===== src/rtl/cpu_ctrl_pkg.sv =====
// Shared encodings for the hardwired control unit: opcodes, FSM states,
// instruction classes and ALU selects.
package cpu_ctrl_pkg;

  localparam int unsigned OP_W = 5;

  localparam logic [OP_W-1:0] OP_LD   = 5'b00000;
  localparam logic [OP_W-1:0] OP_LDI  = 5'b00001;
  localparam logic [OP_W-1:0] OP_ST   = 5'b00010;
  localparam logic [OP_W-1:0] OP_ADD  = 5'b00011;
  localparam logic [OP_W-1:0] OP_SUB  = 5'b00100;
  localparam logic [OP_W-1:0] OP_AND  = 5'b01010;
  localparam logic [OP_W-1:0] OP_OR   = 5'b01011;
  localparam logic [OP_W-1:0] OP_ADDI = 5'b01100;
  localparam logic [OP_W-1:0] OP_ANDI = 5'b01101;
  localparam logic [OP_W-1:0] OP_ORI  = 5'b01110;
  localparam logic [OP_W-1:0] OP_NOP  = 5'b11010;
  localparam logic [OP_W-1:0] OP_HALT = 5'b11011;

  typedef enum logic [3:0] {
    RESET = 4'd0, T0 = 4'd1, T1 = 4'd2, T2 = 4'd3, T3 = 4'd4,
    T4 = 4'd5, T5 = 4'd6, T6 = 4'd7, T7 = 4'd8, HALT = 4'd9
  } state_e;

  typedef enum logic [2:0] {RALU, IMM, LDI, LD, ST, NOP, HLT} iclass_e;

  typedef enum logic [1:0] {ALU_ADD, ALU_SUB, ALU_AND, ALU_OR} alu_e;

endpackage


===== src/rtl/ctrl_decode.sv =====
// Opcode to instruction-class and ALU-select mapping; unknown opcodes fall to NOP.
module ctrl_decode
  import cpu_ctrl_pkg::*;
#(
  parameter int unsigned OPW = 5
) (
  input  logic [OPW-1:0] op_i,
  output iclass_e        cls_o,
  output alu_e           alu_o
);

  always_comb begin
    cls_o = NOP;
    alu_o = ALU_ADD;
    case (op_i)
      OPW'(OP_LD):   cls_o = LD;
      OPW'(OP_LDI):  cls_o = LDI;
      OPW'(OP_ST):   cls_o = ST;
      OPW'(OP_ADD):  cls_o = RALU;
      OPW'(OP_SUB):  begin cls_o = RALU; alu_o = ALU_SUB; end
      OPW'(OP_AND):  begin cls_o = RALU; alu_o = ALU_AND; end
      OPW'(OP_OR):   begin cls_o = RALU; alu_o = ALU_OR;  end
      OPW'(OP_ADDI): cls_o = IMM;
      OPW'(OP_ANDI): begin cls_o = IMM;  alu_o = ALU_AND; end
      OPW'(OP_ORI):  begin cls_o = IMM;  alu_o = ALU_OR;  end
      OPW'(OP_HALT): cls_o = HLT;
      default:       cls_o = NOP;
    endcase
  end

endmodule


===== src/rtl/control_unit.sv =====
// Hardwired Moore control unit for the single-bus datapath: fetch, decode and
// execute sequencing with one-hot strobes decoded from state and opcode.
module control_unit
  import cpu_ctrl_pkg::*;
#(
  parameter int unsigned OPW = 5
) (
  input  logic        clock,
  input  logic        clear,
  input  logic [31:0] ir,
  input  logic        stop,
  output logic        run,
  output logic        dp_clear,
  output logic        PCout, PCin, IncPC, MARin, MDRin, MDRout, MDMuxread,
  output logic        RAMread, RAMwrite, IRin, Yin, Zlowin, Zlowout, CSEout,
  output logic        Gra, Grb, Grc, Rin, Rout, BAout,
  output logic        ADD, SUB, AND, OR,
  output logic        HIin, LOin, HIout, LOout, Zhighin, Zhighout, InPortout,
  output logic        OutPortin, CONin, MUL, DIV, SHR, SHRA, SHL, ROR, ROL, NEG, NOT
);

  state_e         state_q;
  logic [OPW-1:0] op_q;
  logic [OPW-1:0] op_cur;
  iclass_e        cls;
  alu_e           alu;
  logic           unused_ir;

  // IR is valid from the T2 edge, so T3 decodes it live; later states use op_q.
  assign op_cur    = (state_q == T3) ? ir[31 -: OPW] : op_q;
  assign unused_ir = ^ir[31-OPW:0];

  ctrl_decode #(.OPW(OPW)) u_decode (
    .op_i  (op_cur),
    .cls_o (cls),
    .alu_o (alu)
  );

  always_ff @(posedge clock) begin
    if (clear) begin
      state_q <= RESET;
      op_q    <= '0;
    end else begin
      unique case (state_q)
        RESET: state_q <= T0;
        T0:    state_q <= T1;
        T1:    state_q <= T2;
        T2:    state_q <= T3;
        T3: begin
          op_q <= op_cur;
          case (cls)
            HLT:     state_q <= HALT;
            NOP:     state_q <= stop ? HALT : T0;
            default: state_q <= T4;
          endcase
        end
        T4:    state_q <= T5;
        T5:    state_q <= (cls == LD || cls == ST) ? T6 : (stop ? HALT : T0);
        T6:    state_q <= T7;
        T7:    state_q <= stop ? HALT : T0;
        HALT:  state_q <= HALT;
        default: state_q <= RESET;
      endcase
    end
  end

  // Strobe decode; anything not set for a state stays low.
  always_comb begin
    {run, dp_clear, PCout, PCin, IncPC, MARin, MDRin, MDRout, MDMuxread,
     RAMread, RAMwrite, IRin, Yin, Zlowin, Zlowout, CSEout, Gra, Grb, Grc,
     Rin, Rout, BAout, ADD, SUB, AND, OR} = '0;
    run = (state_q >= T0) && (state_q <= T7);
    case (state_q)
      RESET: dp_clear = 1'b1;
      T0: begin PCout = 1'b1; MARin = 1'b1; IncPC = 1'b1; Zlowin = 1'b1; end
      T1: begin
        Zlowout = 1'b1; PCin = 1'b1; MDMuxread = 1'b1; RAMread = 1'b1; MDRin = 1'b1;
      end
      T2: begin MDRout = 1'b1; IRin = 1'b1; end
      T3: begin
        if (cls == RALU || cls == IMM) begin
          Grb = 1'b1; Rout = 1'b1; Yin = 1'b1;
        end else if (cls == LDI || cls == LD || cls == ST) begin
          Grb = 1'b1; BAout = 1'b1; Yin = 1'b1;
        end
      end
      T4: begin
        if (cls == RALU) begin
          Grc = 1'b1; Rout = 1'b1;
        end else begin
          CSEout = 1'b1;
        end
        {ADD, SUB, AND, OR} = 4'b1000 >> alu;
        Zlowin = 1'b1;
      end
      T5: begin
        Zlowout = 1'b1;
        if (cls == LD || cls == ST) MARin = 1'b1;
        else begin Gra = 1'b1; Rin = 1'b1; end
      end
      T6: begin
        MDRin = 1'b1;
        if (cls == ST) begin Gra = 1'b1; Rout = 1'b1; end
        else begin MDMuxread = 1'b1; RAMread = 1'b1; end
      end
      T7: begin
        if (cls == ST) RAMwrite = 1'b1;
        else begin MDRout = 1'b1; Gra = 1'b1; Rin = 1'b1; end
      end
      default: ;
    endcase
  end

  assign {HIin, LOin, HIout, LOout, Zhighin, Zhighout, InPortout, OutPortin,
          CONin, MUL, DIV, SHR, SHRA, SHL, ROR, ROL, NEG, NOT} = '0;

endmodule


===== config.mk =====
export PLATFORM = sky130hd
export DESIGN_NAME = control_unit
export DESIGN_NICKNAME = d
export VERILOG_FILES = /design/src/rtl/cpu_ctrl_pkg.sv /design/src/rtl/ctrl_decode.sv /design/src/rtl/control_unit.sv
export SDC_FILE = /design/constraint.sdc
export NUM_CORES = 1
export LEC_CHECK = 0
export CAP_MARGIN = 20
export CORE_MARGIN = 2
export CORE_UTILIZATION = 63
export CTS_BUF_LIST = sky130_fd_sc_hd__clkbuf_4 sky130_fd_sc_hd__clkbuf_8
export DETAILED_ROUTE_END_ITERATION = 10
export DONT_BUFFER_PORTS = 1
export HOLD_SLACK_MARGIN = 0.08
export PLACE_DENSITY = 0.79
export SLEW_MARGIN = 20
export SYNTH_ARGS = -nofsm -noshare
export SYNTH_HDL_FRONTEND = slang
export SYNTH_SLANG_ARGS = --single-unit

===== constraint.sdc =====
create_clock -name clock -period 2.8 [get_ports clock]
set_clock_uncertainty 0.15 [all_clocks]
set_input_delay 0.28 -clock clock [delete_from_list [all_inputs] [get_ports clock]]
set_output_delay 0.28 -clock clock [all_outputs]
set_load 0.03 [all_outputs]

==> impl_metrics.ini <==
[status]
run_status = completed

[timing]
fin_crit_sh_pct = 95.1
slew_viol_final = 0
max_freq_mhz = 375
setup_ws_ns = 0.136
tns_ns = 0
slew-limit-headroom_pct = 63.2
hold_violations = 0
rsz0062_at_grt = false
finalSetupViolations = 0
tightest_slew_ns = 0.550
fin_crit_ns = 2.66

[clock_tree]
clkSlewWorstSetupHoldPaths_ns = 0.06
cts-root-buf = clkbuf_4
clk_latency_ns = 0.26
post_cts_buffers = 0
clkSinkCount = 9
clk_path_buf_depth = 2
cts_tree = built
cts_buffers = 3
htree_levels = 1

[flow_run]
maxCapViolCount = 0

[place]
io_buffers = 0
dp_hpwl_um = 1970
placed_area_um2 = 1190
place.gp.congestion = 0.862
post-place-ws_ns = 0.365

[min_path]
hold_path_class = in -> reg
whs_path_depth = 2
worstHoldEndpoint = state_q[2]
worstHoldStart = ir[31]

[finish]
final_area_um2 = 1290
n_antenna_cell = 0
drive_gt1_share_pct = 17.7
nNetsFinal = 217
multiInputGateArea_um2 = 807
area_growth_pct = 10.3
register_area_um2 = 180
fillers = 146

[global_routing]
grt_pass1_vias = 1026
grt_pass1_wl_um = 4370
grt_max_degree = 18
gr-total-overflow = 0
antenna_found_initial = 0
grt_usage_pct = 27.4

[synth]
synth_area_leaders = dfxtp_1 (15%), buf_4 (14%), nor2_1 (6.4%)
ys.flop_type = dfxtp_1
synth_area_leader_cell = dfxtp_1
syn_area_um2 = 1170
synth_cell_types = 45
synth.most_common_cell = buf_4
ys_seq_area_share_pct = 15.4
yosys_warnings = 0
synth-edff-count = 0
synth_top_area_share_pct = 15.4
netlist_instances = 169
avgSynthCellArea_um2 = 6.91
ys_ff_latch = 9
async_flop_share_pct = 0
synthTopCellsByCount = buf_4 (21), nor2_1 (20), nand2_1 (16), a21oi_1 (10), clkbuf_1 (10)

[detailed_routing]
num_vias = 1181
viasPerCell = 5.73
drt_iter0_markers = 42
drc = 0
wl_um = 2740
drtAntennaViolNets = 0
wire_per_inst_um = 13.3
drt_pass1_iterations = 4

[critical_path]
rr_worst_depth = 4
worstSetupPathType = reg -> out
cp-end-kind = output pin
cp_slowest_cell = or4b_4
cp.arrival_ns = 2.23
r2r_start = state_q[1]
cp.required_ns = 2.37
crit_chain = or4b_4, mux2i_2, mux2i_1, o211ai_1, buf_4
path_max_fanout = 16
critPathLaunchType = flop
r2r-end = op_q[1]
worst_path_largest_cell_delay_ns = 0.69
r2r_slack_ns = 0.70

[pwr]
ir_drop_v = 0.000309
p_per_area_nw_per_um2 = 335
p_leak_nw = 0.539

[floorplan]
pin_count = 79
initial_utilization_pct = 67.6
coreArea_um2 = 1730
die_height_um = 47.0
die_w_um = 47.0
die_area_um2 = 2210
row_count = 15
layer usage:
layer	global-route usage, %	up-vias	part of all wire, %
met5	0	-	0
met4	8.89	0	1.1
met3	7.69	4	6.5
met2	48.5	58	51
met1	31.7	539	41
li1	-	580	-
cell families after synthesis:
kind of cell               synth area share, %
DFF                                       15.4
AOI/OAI and AO/OA                         22.1
muxes                                     4.61
xor gates and xnor gates                  4.50
adders and majority gates                0.857
and+or+nand+nor                           30.8
buffers and inverters                     21.4
other                                    0.321
state kept, by name, summed over array words and instances (netlist names):
register	flops
op_q	5
state_q	4
worst max path at each step:
stage	from	end	slack, ns	cells after the start
finish	state_q[1]	Rout	0.14	5
global route	state_q[1]	Rout	0.005	5
CTS	state_q[1]	CSEout	0.08	4
detailed placement	state_q[1]	CSEout	0.36	4
global placement	state_q[1]	CSEout	0.37	4
floorplan	state_q[1]	RAMwrite	0.27	4
layout make-up:
type                            count  area share (%)
Inverter                            5            1.46
Clock buffer                        4            2.33
Tap cell                           25            2.43
Multi-Input combinational cell    136            62.7
Timing Repair Buffer               27            17.1
Sequential cell                     9            14.0
timing repair:
action,CTS,global route
gates resized for setup,0,1
hold endpoints to repair,8,0
setup endpoints to repair,0,1
hold buffers,7,0
per-stage QoR:
stage,instances,hold WS [ns],total power [mW],utilization [%]
5_1_grt,206,0.128,0.454,74.6
2_1_floorplan,186,0.266,0.316,-
4_1_cts,206,0.103,0.432,74.5
3_5_place_dp,195,0.201,0.313,68.7
3_3_place_gp,195,0.201,0.311,68.7
6_report,206,0.115,0.431,74.6
cell usage in the layout (no fill, tap or decap), drive strengths merged, types with 5 or more instances in the layout:
cell         netlist  final
nor2              20     20
buf               26     20
conb               1     18
nand2             16     16
a21oi             10     10
nand2b             9      9
dfxtp              9      9
dlygate4sd3        0      7
xor2               6      6
inv                5      5
nand3              5      5
mux2i              5      5
where the power goes:
part | internal [mW] | total [mW] | switching [mW]
Combinational | 0.0540 | 0.180 | 0.126
Sequential | 0.133 | 0.141 | 0.00791
Clock | 0.0646 | 0.110 | 0.0450
Total | 0.252 | 0.431 | 0.179
worst max-delay path: cells and delay by family, from the launching register on:
kind | cells | cell delay, ns
simple gates | 1 | 0.69
compound gates | 1 | 0.12
buf+inv | 1 | 0.18
flops | 1 | 0.41
mux | 2 | 0.57
(Power assumes the default switching activity.)
